--- src/rtl/axi_mon_pkg.sv ---
// Shared constants for the AXI B-channel response monitor.
// Response codes and the counter slot assigned to each response.
package axi_mon_pkg;

    localparam logic [1:0] RESP_OKAY   = 2'b00;
    localparam logic [1:0] RESP_EXOKAY = 2'b01;
    localparam logic [1:0] RESP_SLVERR = 2'b10;
    localparam logic [1:0] RESP_DECERR = 2'b11;

    localparam int IDX_OKAY   = 0;
    localparam int IDX_EXOKAY = 1;
    localparam int IDX_SLVERR = 2;
    localparam int IDX_DECERR = 3;
    localparam int NUM_RESP   = 4;

endpackage

--- src/rtl/sat_counter.sv ---
// Saturating up-counter with synchronous clear.
// Clear takes priority over a same-cycle increment.
module sat_counter #(
    parameter int W = 8
) (
    input  logic         clk,
    input  logic         rst,
    input  logic         inc,
    input  logic         clr,
    output logic [W-1:0] count
);

    logic [W-1:0] r_count;

    always_ff @(posedge clk) begin
        if (rst || clr) begin
            r_count <= '0;
        end else if (inc && (r_count != {W{1'b1}})) begin
            r_count <= r_count + 1'b1;
        end
    end

    assign count = r_count;

endmodule

--- src/rtl/axi_bresp_monitor.sv ---
// AXI write-response monitor: response counters, outstanding tracking,
// first-error capture, timeout and accounting-fault flags.
module axi_bresp_monitor
    import axi_mon_pkg::*;
#(
    parameter int CNT_W   = 8,
    parameter int ID_W    = 4,
    parameter int OST_W   = 6,
    parameter int TIMEOUT = 1024
) (
    input  logic               clk,
    input  logic               rst,
    input  logic               aw_valid,
    input  logic               aw_ready,
    input  logic               b_valid,
    input  logic [1:0]         b_resp,
    input  logic [ID_W-1:0]    b_id,
    output logic               b_ready,
    input  logic               clr,
    input  logic               snap,
    output logic [4*CNT_W-1:0] cnt_out,
    output logic [OST_W-1:0]   outstanding,
    output logic               err_valid,
    output logic [1:0]         err_resp,
    output logic [ID_W-1:0]    err_id,
    output logic               underflow,
    output logic               overflow,
    output logic               timeout
);

    localparam int IDLE_W = $clog2(TIMEOUT + 1);
    localparam logic [OST_W-1:0] OST_MAX = {OST_W{1'b1}};

    logic               r_b_ready;
    logic [4*CNT_W-1:0] r_snap;
    logic [OST_W-1:0]   r_ost;
    logic               r_err_valid;
    logic [1:0]         r_err_resp;
    logic [ID_W-1:0]    r_err_id;
    logic               r_underflow;
    logic               r_overflow;
    logic               r_timeout;
    logic [IDLE_W-1:0]  r_idle;

    logic               w_aw_hs;
    logic               w_b_hs;
    logic               w_ovf_evt;
    logic               w_unf_evt;
    logic               w_qual;
    logic [CNT_W-1:0]   w_cnt [NUM_RESP];

    assign w_aw_hs   = aw_valid & aw_ready;
    assign w_b_hs    = b_valid & r_b_ready;
    assign w_ovf_evt = w_aw_hs & ~w_b_hs & (r_ost == OST_MAX);
    assign w_unf_evt = w_b_hs & ~w_aw_hs & (r_ost == '0);
    assign w_qual    = (r_ost != '0) & ~w_b_hs;

    for (genvar g = 0; g < NUM_RESP; g++) begin : g_cnt
        sat_counter #(.W(CNT_W)) u_cnt (
            .clk   (clk),
            .rst   (rst),
            .inc   (w_b_hs && (b_resp == 2'(g))),
            .clr   (clr),
            .count (w_cnt[g])
        );
    end

    always_ff @(posedge clk) begin
        if (rst) begin
            r_b_ready <= 1'b0;
        end else begin
            r_b_ready <= 1'b1;
        end
    end

    // Snapshot samples pre-update values and deliberately ignores clr.
    always_ff @(posedge clk) begin
        if (rst) begin
            r_snap <= '0;
        end else if (snap) begin
            r_snap <= {w_cnt[IDX_DECERR], w_cnt[IDX_SLVERR],
                       w_cnt[IDX_EXOKAY], w_cnt[IDX_OKAY]};
        end
    end

    always_ff @(posedge clk) begin
        if (rst) begin
            r_ost <= '0;
        end else if (w_aw_hs && !w_b_hs) begin
            if (r_ost != OST_MAX) begin
                r_ost <= r_ost + 1'b1;
            end
        end else if (w_b_hs && !w_aw_hs) begin
            if (r_ost != '0) begin
                r_ost <= r_ost - 1'b1;
            end
        end
    end

    always_ff @(posedge clk) begin
        if (rst || clr) begin
            r_err_valid <= 1'b0;
            r_err_resp  <= '0;
            r_err_id    <= '0;
        end else if (w_b_hs && b_resp[1] && !r_err_valid) begin
            r_err_valid <= 1'b1;
            r_err_resp  <= b_resp;
            r_err_id    <= b_id;
        end
    end

    always_ff @(posedge clk) begin
        if (rst || clr) begin
            r_underflow <= 1'b0;
            r_overflow  <= 1'b0;
        end else begin
            if (w_unf_evt) begin
                r_underflow <= 1'b1;
            end
            if (w_ovf_evt) begin
                r_overflow <= 1'b1;
            end
        end
    end

    // Idle counter parks at TIMEOUT so the flag is set exactly once.
    always_ff @(posedge clk) begin
        if (rst || clr || !w_qual) begin
            r_idle <= '0;
        end else if (r_idle != IDLE_W'(TIMEOUT)) begin
            r_idle <= r_idle + 1'b1;
        end
    end

    always_ff @(posedge clk) begin
        if (rst || clr) begin
            r_timeout <= 1'b0;
        end else if (w_qual && (r_idle == IDLE_W'(TIMEOUT - 1))) begin
            r_timeout <= 1'b1;
        end
    end

    assign b_ready     = r_b_ready;
    assign cnt_out     = r_snap;
    assign outstanding = r_ost;
    assign err_valid   = r_err_valid;
    assign err_resp    = r_err_resp;
    assign err_id      = r_err_id;
    assign underflow   = r_underflow;
    assign overflow    = r_overflow;
    assign timeout     = r_timeout;

endmodule

--- config.mk ---
export PLATFORM = sky130hd
export DESIGN_NAME = axi_bresp_monitor
export DESIGN_NICKNAME = d
export VERILOG_FILES = /design/src/rtl/axi_mon_pkg.sv /design/src/rtl/sat_counter.sv /design/src/rtl/axi_bresp_monitor.sv
export SDC_FILE = /design/constraint.sdc
export NUM_CORES = 1
export LEC_CHECK = 0
export BUFFER_PORTS_ARGS = -buffer_cell sky130_fd_sc_hd__buf_2
export CAP_MARGIN = 20
export CORE_MARGIN = 2
export CORE_UTILIZATION = 56
export CTS_CLUSTER_DIAMETER = 200
export DETAILED_ROUTE_END_ITERATION = 8
export PLACE_DENSITY = 0.8
export SKIP_LAST_GASP = 1
export SLEW_MARGIN = 15
export SYNTH_ARGS = -nofsm -noshare
export SYNTH_HDL_FRONTEND = slang
export SYNTH_SLANG_ARGS = --single-unit
--- constraint.sdc ---
create_clock -name clk -period 2.65 [get_ports clk]
set_input_delay 0.53 -clock clk [delete_from_list [all_inputs] [get_ports clk]]
set_output_delay 0.53 -clock clk [all_outputs]
set_load 0.005 [all_outputs]
---- Yosys cells after proc, flatten, opt, wreduce, memory -nomap -nowiden ----
Index checks and enable logic that the tools add are counted.
storage, ports and cells
  bits in registers ....................... 92
  input bits .............................. 13
  word-level logic and storage cells ...... 72
operators by class
  reduce and logical (&&, ||, !) cells .... 25
  eq/ne operators ......................... 12
  bitwise gates (word level) .............. 9
  muxes and demuxes ....................... 5
  add/subtract/negate cells ............... 7
operators with widths
  operator               count
  $add 8x1->8 const B    4
  $ne 8x8->1 const B     4
  $mux 6                 4
  $logic_and 1x1->1      13
  $add 11x1->11 const B  1
  $eq 11x10->1 const B   1
  $ne 11x11->1 const B   1
  $and 1x1->1            7
  $add 6x1->6 const B    1
  $eq 6x6->1 const B     1
  $logic_not 6->1        1
  $ne 6x6->1 const B     1
  $reduce_bool 6->1      1
  $sub 6x1->6 const B    1
  $eq 2x2->1 const B     2
  $logic_not 1->1        4
  $reduce_bool 2->1      2
  $reduce_and 3->1       1
  $eq 2x1->1 const B     1
  $logic_not 2->1        1
  $logic_or 1x1->1       2
  $ne 2x1->1 const B     1
  $not 1->1              2
  $mux 1                 1

---- Logic depth before layout (Yosys ltp) ----
Gate-level depths: netlist of run 1.
  depth in word-level cells ............... 5
  mapped depth ............................ 8
  depth with buffers taken out ............ 8

---- Cells and area by module ----
From an unflattened synthesis of run 1, not the netlist that was laid out.
unflattened totals
  cell total of the unflattened synthesis .. 448
  area total of the unflattened synthesis .. 4154.0 um2
by module, submodules not included
  module             area an instance (um2)  seq. area each (um2)  times used  cells an instance
  axi_bresp_monitor  2467.4                  1201.2                1           256
  sat_counter        421.7                   160.2                 4           48

---- Least setup slack after synthesis of run 1 ----
OpenSTA, ideal clock, no wires.
  path kind ............................... in2reg
  from .................................... in b_valid
  to ...................................... reg r_ost[5], in the netlist outstanding[5]
  data arrival time ....................... 2.016 ns
  required time ........................... 2.527 ns
  cell stages on the path ................. 8
  library setup time ...................... 0.123 ns
  setup slack ............................. 0.511 ns
  buffers on the path ..................... 0
  path through ............................ nand2_4 -> nand3_4 -> ha_1 -> a211oi_1 -> nor2_1 -> and3_1 -> a221oi_2 -> mux2_1
on the way
  longest elaborated chain between the ends .. 5
RTL lines
  item                                                              line                     text
  start, declared                                                   axi_bresp_monitor.sv:15  input logic b_valid,
  $and 1x1->1 (*)                                                   axi_bresp_monitor.sv:53  assign w_b_hs = b_valid & r_b_ready;
  $logic_not 1->1                                                   axi_bresp_monitor.sv:89  end else if (w_aw_hs && !w_b_hs) begin
  $logic_and 1x1->1                                                 axi_bresp_monitor.sv:89
  $ne 2x1->1 (no source line) or $reduce_bool 2->1 (tied branches)  n/a
  $reduce_and 3->1 (no source line)                                 n/a
  end signal, assigned                                              axi_bresp_monitor.sv:91  r_ost <= r_ost + 1'b1;
  end signal, assigned                                              axi_bresp_monitor.sv:95  r_ost <= r_ost - 1'b1;
  end, declared                                                     axi_bresp_monitor.sv:36  logic [OST_W-1:0] r_ost;
Every way passes the cells marked *; elsewhere a longest branch is shown, timed or not.
A chain may end at the register's enable or synchronous reset.

---- Worst setup path after layout of run 1 ----
  from .................................... reg r_b_ready, in the netlist b_ready
  to ...................................... reg r_ost[5], in the netlist outstanding[5]
on the way
  longest elaborated chain between the ends .. 5
RTL lines
  item                                                              line                     text
  start, declared                                                   axi_bresp_monitor.sv:34  logic r_b_ready;
  start signal, assigned                                            axi_bresp_monitor.sv:70  r_b_ready <= 1'b0;
  start signal, assigned                                            axi_bresp_monitor.sv:72  r_b_ready <= 1'b1;
  $and 1x1->1 (*)                                                   axi_bresp_monitor.sv:53
  $logic_not 1->1                                                   axi_bresp_monitor.sv:89
  $logic_and 1x1->1                                                 axi_bresp_monitor.sv:89
  $ne 2x1->1 (no source line) or $reduce_bool 2->1 (tied branches)  n/a
  $reduce_and 3->1 (no source line)                                 n/a
Marked as above.

==> reports/qor.csv, run 1 <==
stage,metric,value,unit
clock_tree,clkTransAtPathRegs,90,ps
clock_tree,cts_resized,0,
synthesis,synth_top_area_share,47.0,%
synthesis,ys_ff_latch,92,
timing,period_needed,2210,ps
setup_path,worst_setup_path_start_kind,flip-flop,
timing,finalCritPeriodShare,83.4,%
clock_tree,cts_made_buffers,9,
timing,finalSetupViolations,0,
setup_path,crit_fanout,9,
clock_tree,cts_root_buffer,clkbuf_8,
global_route,grt_usage,21.1,%
floorplan,fp.dieW,87.6,um
clock_tree,holdBufCountCts,0,
floorplan,start_util,57.7,%
synthesis,yosysWarnings,0,
timing,rsz0062_at_grt,no,
timing,skew,7.00,ps
synthesis,synth_xor_area_share,8.27,%
route,route.met2.wl,3690,um
route,wire_per_inst,13.5,um
floorplan,die_h,87.6,um
route,vias,3012,
synthesis,synth_most_common_cell,nor2_1,
synthesis,synth-main-ff-cell,dfxtp_1,
clock_tree,cts.sinks,92,
final_layout,antennaDiodeCount,0,
route,via_per_inst,5.22,
timing,drv_slew,0,
route,wl_met3,372,um
floorplan,pin_count,62,
route,drc,0,
route,drtIter0Drc,111,
final_layout,seq_area,1840,um2
worst_hold_path,hold_path_class,in -> reg,
power,p_total,0.00288,W
synthesis,synthTopCellsByArea,"dfxtp_1 (47%), mux2i_1 (11%), nor2_1 (9.6%)",
power,cellLeakagePower,1.95,nW
synthesis,synthMuxAreaShare,11.6,%
setup_path,path_buf_inv,0,
synthesis,avgSynthCellArea,9.39,um2
timing,fin_hold_ws,407,ps
placed_design,placed_cells,561,
timing,fmax,0.452,GHz
clock_tree,clk_path_buf_depth,2,
route,routed_wl,7780,um
synthesis,netlist_area,3920,um2
setup_path,end_kind,flip-flop,
global_route,antenna_found_initial,0,
synthesis,synth_edf_count,0,
synthesis,syn-num-nets,441,
final_layout,fin_cells,577,
timing,slew_headroom,37.6,%
final_layout,multi_input_area,1980,um2
clock_tree,clock_latency,360,ps
final_layout,syn_to_final_growth,16.0,%
final_layout,drive_gt1_share,18.5,%
setup_path,path_delay_family,simple AND/OR/NAND/NOR gates,
placed_design,place_congestion,0.845,
setup_path,arrival,2460,ps
synthesis,synthDistinctLibCells,47,
job,cap_viol_max_count,0,
timing,worst_slew_pin_slew,936,ps
power,p_per_area,633,nW/um2
global_route,grt_overflow,0,
setup_path,crit_required,2900,ps
route,met1_length,3530,um
synthesis,synth_top_family_by_area,simple AND/OR/NAND/NOR gates,
setup_path,slowest_stage,dfxtp_1,
setup_path,max_stage_delay,460,ps
final_layout,final_core_util,66.9,%
synthesis,async_flop_share,0,%
clock_tree,cts_tree,built,
synthesis,synth_fa_ha_area_share,3.70,%
synthesis,synth_compound_gate_area_share,5.37,%
synthesis,yosysSeqAreaShare,47.0,%
status,status,finished clean,
final_layout,nets,500,
route,ant_nets,0,
timing,tns,0,ps
timing,hold_violations,0,
setup_path,path_cells,"nand2_4, nand3_4, ha_1, a211oi_1, nor2_1, and3_1, a221oi_2, mux2_1",
global_route,grt_pass1_vias,2797,
clock_tree,htree_num_levels,3,
synthesis,synthCells,417,
floorplan,row_count,30,
clock_tree,cts_setup_buffers,0,
power,peakVddDrop,0.367,mV
synthesis,synth_top_cell_by_area,dfxtp_1,
placed_design,hpwl,5550,um
final_layout,fillerInstances,548,
setup_path,worstSetupPathType,reg -> reg,
synthesis,synth_common_cells,"nor2_1 (100), dfxtp_1 (92), mux2i_1 (43), xor2_1 (21), nand2_1 (19)",
floorplan,design.core.area,6790,um2
route,topRoutingLayerUsed,met4,
synthesis,synth_simple_gate_area_share,21.8,%
global_route,grt_pass1_wl,12600,um
route,drt-pass1-iter-count,4,
global_route,grt_max_degree,41,
floorplan,die-area,7680,um2
placed_design,port_buffers,61,
setup_path,ff2ff_setup_slack,440,ps
==> cells by family (layout without fill, tap and decap cells) <==
group           Yosys count  in the layout
simple gates            181            181
flops                    92             92
mux                      45             45
xor+xnor                 37             37
compound gates           28             28
buf+inv                  23             87
fa+ha+maj                11             11
==> worst register-to-register path: stages, from the launching register on <==
cell and delay, ps:
dfxtp_1 460, nand2_4 120, nand3_4 160, ha_1 270, a211oi_1 240, nor2_1 120
and3_1 210, a221oi_2 190, mux2_1 340
==> stage by stage <==
| stage | instance area (um2) | setup slack (ps) |
|---|---|---|
| after floorplan | 3920 | 511 |
| after global placement | 4300 | 287 |
| after detailed placement | 4300 | 186 |
| after CTS | 4550 | 449 |
| after global routing | 4550 | 327 |
| final | 4550 | 440 |
==> final timing paths <==
kind	to	from	cells past startpoint
hold / removal	err_id[0]$_SDFFE_PP0P_	b_id[0]	3
setup / recovery	outstanding[5]$_SDFFE_PP0P_	b_ready$_DFF_P_	8
setup reg to reg	outstanding[5]$_SDFFE_PP0P_	b_ready$_DFF_P_	8
hold reg to reg	err_resp[1]$_SDFFE_PP0P_	err_resp[1]$_SDFFE_PP0P_	2
==> power by group <==
group	leakage (nW)	switching [W]	internal, W
Sequential	0.743	0.0000400	0.00141
Clock	0.122	0.000479	0.000652
Combinational	1.09	0.000170	0.000130
Total	1.95	0.000690	0.00219
==> cell usage in the layout (no fill, tap or decap), types with 3 or more instances in the layout <==
cell / netlist / layout
nor3_1: 5 / 5
mux2i_1: 43 / 43
nand4_1: 15 / 15
and3_1: 6 / 6
a21oi_1: 7 / 7
clkbuf_8: 0 / 10
nand3_1: 16 / 16
a211oi_1: 4 / 4
buf_2: 4 / 61
bufinv_16: 0 / 3
dfxtp_1: 92 / 92
xor2_1: 21 / 21
nor2_1: 100 / 100
nand2_1: 19 / 19
ha_1: 10 / 10
xnor2_1: 16 / 16
inv_1: 8 / 8
nor2b_1: 3 / 3
==> registers in the layout, indices dropped and copies added, names as in the netlist <==
signal	flops
b_ready	1
cnt_out	32
err_id	4
err_resp	2
err_valid	1
g_cnt.u_cnt.count	32
outstanding	6
overflow	1
r_idle	11
timeout	1
underflow	1
==> layout make-up <==
type                       instances  area share [%]
timing repair buffer              63            7.05
inverter                           8           0.661
clock inverter                     6            2.45
tap                               96            2.64
clock buffer                      10            3.03
sequential                        92            40.5
multi-input combinational        302            43.7
==> routing by layer <==
layer	up-vias	global-route usage, %
met5	-	0
met4	0	8.25
met3	20	5.47
met2	86	34.8
met1	1369	26.6
li1	1537	-
No activity file was read; power rests on OpenSTA's default activity.
==> run 2, diff against run 1 <==
Clock period 2.65 ns to 2.06 ns, I/O delays scaled along.
==> reports/qor.csv, run 2 (synthesis results as in run 1) <==
stage,metric,value,unit,change
final_layout,seq_area,1840,um2,unchanged
route,wl_met3,185,um,was 372 um
final_layout,final_common_cell,nor2_1,,unchanged
route,wire_per_inst,13.2,um,was 13.5 um
route,vias,3095,,was 3012
placed_design,hpwl,5570,um,was 5550 um
setup_path,crit_required,2300,ps,was 2900 ps
route,drtIter0Drc,63,,was 111
timing,worst_slew_pin_slew,769,ps,was 936 ps
timing,rsz0062_at_grt,no,,unchanged
setup_path,max_stage_delay,340,ps,was 460 ps
final_layout,layout_common_cells,"nor2_1 (99), dfxtp_1 (92), buf_2 (61)",,"was nor2_1 (100), dfxtp_1 (92), buf_2 (61)"
final_layout,fillerInstances,537,,was 548
final_layout,multi_input_area,2000,um2,was 1980 um2
route,drc,0,,unchanged
timing,finalCritPeriodShare,93.4,%,was 83.4%
global_route,grt_max_degree,41,,unchanged
timing,fin_ws,136,ps,was 440 ps
final_layout,fin_cells,589,,was 577
placed_design,placed_cells,573,,was 561
worst_hold_path,hold_path_class,in -> reg,,unchanged
clock_tree,clkTransAtPathRegs,90,ps,about the same
status,status,finished clean,,unchanged
clock_tree,cts_made_buffers,9,,unchanged
timing,period_needed,1920,ps,was 2210 ps
setup_path,path_delay_family,simple AND/OR/NAND/NOR gates,,unchanged
floorplan,die_h,87.6,um,unchanged
power,p_per_area,799,nW/um2,was 633 nW/um2
route,drt-pass1-iter-count,4,,unchanged
route,via_per_inst,5.25,,was 5.22
clock_tree,holdBufCountCts,0,,unchanged
floorplan,die-area,7680,um2,unchanged
final_layout,drive_gt1_share,21.1,%,was 18.5%
timing,hold_violations,0,,unchanged
global_route,grt_pass1_vias,2831,,was 2797
setup_path,worst_setup_path_start_kind,flip-flop,,unchanged
setup_path,worstSetupPathType,reg -> reg,,unchanged
global_route,antenna_found_initial,0,,unchanged
power,p_total,0.00371,W,was 0.00288 W
route,met1_length,3510,um,was 3530 um
route,route.met2.wl,3940,um,was 3690 um
placed_design,dpl_worst_slack,-153,ps,was 186 ps
global_route,grt_pass1_wl,12600,um,about the same
floorplan,design.core.area,6790,um2,unchanged
placed_design,port_buffers,61,,unchanged
floorplan,start_util,57.7,%,unchanged
timing,slew_headroom,48.8,%,was 37.6%
timing,fin_hold_ws,298,ps,was 407 ps
final_layout,antennaDiodeCount,0,,unchanged
route,topRoutingLayerUsed,met4,,unchanged
floorplan,row_count,30,,unchanged
setup_path,path_cells,"nand2_4, nand3_4, ha_1, a211oi_2, nor2_2, and3_1, a221oi_2, mux2_1",,"was nand2_4, nand3_4, ha_1, a211oi_1, nor2_1, and3_1, a221oi_2, mux2_1"
timing,skew,7.70,ps,was 7.00 ps
clock_tree,cts_tree,built,,unchanged
clock_tree,clock_latency,350,ps,was 360 ps
clock_tree,htree_num_levels,3,,unchanged
job,cap_viol_max_count,0,,unchanged
power,peakVddDrop,0.434,mV,was 0.367 mV
global_route,grt_usage,20.6,%,was 21.1%
route,routed_wl,7760,um,was 7780 um
final_layout,nets,512,,was 500
clock_tree,cts_root_buffer,clkbuf_8,,unchanged
route,ant_nets,0,,unchanged
setup_path,end_kind,flip-flop,,unchanged
setup_path,crit_fanout,5,,was 9
clock_tree,clk_path_buf_depth,2,,unchanged
setup_path,path_buf_inv,0,,unchanged
setup_path,slowest_stage,dfxtp_1,,unchanged
setup_path,arrival,2160,ps,was 2460 ps
final_layout,syn_to_final_growth,18.5,%,was 16.0%
floorplan,fp.dieW,87.6,um,unchanged
timing,drv_slew,0,,unchanged
timing,tns,0,ps,unchanged
timing,finalSetupViolations,0,,unchanged
timing,fmax,0.520,GHz,was 0.452 GHz
placed_design,place_congestion,0.812,,was 0.845
clock_tree,cts.sinks,92,,unchanged
power,cellLeakagePower,2.01,nW,was 1.95 nW
floorplan,pin_count,62,,unchanged
global_route,grt_overflow,0,,unchanged
-- run 2: path summary, 6_finish.rpt --
check | from | endpoint | slack [ps] | cells past startpoint
setup / recovery | b_ready$_DFF_P_ | outstanding[5]$_SDFFE_PP0P_ | 140 | 8
hold / removal | b_id[3] | err_id[3]$_SDFFE_PP0P_ | 300 | 3
setup reg to reg | b_ready$_DFF_P_ | outstanding[5]$_SDFFE_PP0P_ | 140 | 8
hold reg to reg | err_resp[1]$_SDFFE_PP0P_ | err_resp[1]$_SDFFE_PP0P_ | 450 | 2
-- run 2: area by class of cell --
type                    instances  share of cell area [%]
clock buffers                  10                    2.75
multi-input cells             302                    43.1
inverters                       8                   0.647
well taps                      96                    2.59
repair buffers                 75                    8.84
clock inverters                 6                    2.43
flip-flops and latches         92                    39.7
-- run 2: what timing repair did --
| action | in CTS | in global routing |
|---|---|---|
| setup endpoints to repair | 0 | 1 |
| resized for setup | 0 | 4 |
| setup buffers | 0 | 0 |
-- run 2: worst min-delay path: cells and delay by family --
| family | cells | cell delay, ps |
|---|---|---|
| buffers and inverters | 1 | 80 |
| muxes | 1 | 50 |
| and+or+nand+nor | 1 | 80 |
-- run 2: metal layers --
layer  track usage [%]  vias to the layer above
li1                  -                     1569
met1              24.2                     1463
met2              37.4                       51
met3              3.77                       12
met4              7.55                        0
met5                 0                        -
-- run 2: power breakdown --
| group | internal [W] | switching, W |
|---|---|---|
| Sequential | 0.00181 | 0.0000475 |
| Combinational | 0.000199 | 0.000236 |
| Clock | 0.000809 | 0.000609 |
| Total | 0.00282 | 0.000892 |
-- run 2: metrics by stage --
step	cell area (um2)	util [%]
after global placement	4390	64.6
after global routing	4640	68.3
after CTS	4630	68.1
final	4640	68.3
after detailed placement	4390	64.6
after floorplan	3920	-
==> run 3, diff against run 2 <==
Settings changed: CORE_UTILIZATION 56 to 55, PLACE_DENSITY 0.8 to 0.79.
==> reports/qor.csv, run 3 (synthesis results as in run 1) <==
stage,metric,value,unit,change
status,status,finished clean,,unchanged
power,p_total,0.00340,W,was 0.00371 W
clock_tree,cts_tree,built,,unchanged
final_layout,syn_to_final_growth,17.6,%,was 18.5%
timing,worst_slew_pin_slew,790,ps,was 769 ps
timing,fin_ws,131,ps,was 136 ps
placed_design,hpwl,5530,um,was 5570 um
placed_design,place_congestion,0.837,,was 0.812
power,cellLeakagePower,1.97,nW,was 2.01 nW
floorplan,pin_count,62,,unchanged
floorplan,die-area,7810,um2,was 7680 um2
clock_tree,cts_root_buffer,clkbuf_8,,unchanged
floorplan,fp.dieW,88.4,um,was 87.6 um
setup_path,crit_required,2300,ps,about the same
worst_hold_path,hold_path_class,in -> reg,,unchanged
global_route,antenna_found_initial,0,,unchanged
global_route,grt_max_degree,41,,unchanged
final_layout,fillerInstances,587,,was 537
final_layout,final_common_cell,nor2_1,,unchanged
timing,drv_slew,0,,unchanged
timing,period_needed,1930,ps,was 1920 ps
route,vias,3112,,was 3095
route,ant_nets,0,,unchanged
power,p_per_area,739,nW/um2,was 799 nW/um2
placed_design,dpl_worst_slack,-170,ps,was -153 ps
setup_path,crit_fanout,5,,unchanged
final_layout,layout_common_cells,"nor2_1 (100), dfxtp_1 (92), buf_2 (61)",,"was nor2_1 (99), dfxtp_1 (92), buf_2 (61)"
floorplan,die_h,88.4,um,was 87.6 um
clock_tree,clk_path_buf_depth,2,,unchanged
route,drt-pass1-iter-count,5,,was 4
placed_design,place_area,4390,um2,about the same
final_layout,nets,513,,was 512
route,via_per_inst,5.27,,was 5.25
setup_path,arrival,2170,ps,was 2160 ps
route,drc,0,,unchanged
setup_path,worst_setup_path_start_kind,flip-flop,,unchanged
route,drtIter0Drc,97,,was 63
floorplan,start_util,57.3,%,was 57.7%
timing,fin_hold_ws,285,ps,was 298 ps
placed_design,port_buffers,61,,unchanged
global_route,grt_overflow,0,,unchanged
timing,rsz0062_at_grt,no,,unchanged
timing,finalSetupViolations,0,,unchanged
global_route,grt_pass1_wl,12800,um,was 12600 um
global_route,grt_pass1_vias,2854,,was 2831
setup_path,worstSetupPathType,reg -> reg,,unchanged
global_route,grt_usage,20.9,%,was 20.6%
timing,slew_headroom,47.4,%,was 48.8%
clock_tree,holdBufCountCts,0,,unchanged
clock_tree,clock_latency,350,ps,about the same
clock_tree,cts.sinks,92,,unchanged
job,cap_viol_max_count,0,,unchanged
clock_tree,htree_num_levels,3,,unchanged
timing,skew,12.0,ps,was 7.70 ps
floorplan,design.core.area,6830,um2,was 6790 um2
final_layout,final_cell_area,4610,um2,was 4640 um2
floorplan,row_count,30,,unchanged
timing,fmax,0.519,GHz,was 0.520 GHz
setup_path,end_kind,flip-flop,,unchanged
clock_tree,cts_made_buffers,9,,unchanged
power,peakVddDrop,0.416,mV,was 0.434 mV
final_layout,drive_gt1_share,21.3,%,was 21.1%
final_layout,antennaDiodeCount,0,,unchanged
route,routed_wl,7840,um,was 7760 um
route,wire_per_inst,13.3,um,was 13.2 um
timing,finalCritPeriodShare,93.6,%,was 93.4%
clock_tree,clkTransAtPathRegs,90,ps,about the same
timing,hold_violations,0,,unchanged
-- run 3: changes by cell type in the layout (fill, tap and decap cells not counted), moves of 2 or more --
cell        previous run  this run
bufinv_16              3         0
clkinvlp_4             0         3
ha_4                   0         2
clkinv_4               2         0
-- run 3: repair_timing --
item | CTS | global route
hold endpoints to repair | 0 | 0
gates resized for setup | 0 | 4
buffers inserted | 0 | 0
setup endpoints to repair | 0 | 1
-- run 3: routing by layer --
layer / global-route usage [%] / vias to the layer above / wire length (um) / part of all wire [%]
li1: - / 1565 / - / -
met1: 25.5 / 1461 / 3530 / 45
met2: 36.1 / 72 / 3850 / 49
met3: 3.64 / 14 / 307 / 3.9
met4: 9.23 / 0 / 155 / 2.0
met5: 0 / - / 0 / 0
-- run 3: worst max-delay path: stages, from the launching register on --
cell and delay (ps):
dfxtp_1 380, nand2_4 80, nand3_4 120, ha_4 210
a211oi_2 220, nor2_1 100, and3_1 190, a221oi_2 180
mux2_1 340
-- run 3: power by group --
part | total [W] | switching (W) | internal, W
Sequential | 0.00186 | 0.0000503 | 0.00181
Combinational | 0.000454 | 0.000240 | 0.000214
Clock | 0.00109 | 0.000617 | 0.000474
Total | 0.00340 | 0.000907 | 0.00250
-- run 3: per-stage QoR --
stage | util [%] | setup TNS (ps) | std cells
final | 67.4 | 0 | 590
after global routing | 67.4 | 0 | 590
after CTS | 66.9 | 0 | 590
after detailed placement | 64.3 | -170 | 574
after global placement | 64.3 | -117 | 574
after floorplan | - | 0 | 417
-- run 3: worst paths after layout --
kind / from / endpoint / slack (ps) / depth (start not counted)
setup / recovery: b_ready$_DFF_P_ / outstanding[5]$_SDFFE_PP0P_ / 130 / 8
hold reg to reg: err_resp[1]$_SDFFE_PP0P_ / err_resp[1]$_SDFFE_PP0P_ / 450 / 2
hold / removal: b_id[3] / err_id[3]$_SDFFE_PP0P_ / 290 / 3
setup reg to reg: b_ready$_DFF_P_ / outstanding[5]$_SDFFE_PP0P_ / 130 / 8
-- run 3: area by class of cell --
class / instances / area (um2) / share of cell area (%)
Clock buffer: 11 / 141 / 3.07
Clock inverter: 5 / 36.3 / 0.788
Inverter: 8 / 30.0 / 0.652
Multi-Input combinational cell: 302 / 2020 / 43.8
Sequential cell: 92 / 1840 / 40.0
Tap cell: 96 / 120 / 2.61
Timing Repair Buffer: 76 / 418 / 9.07
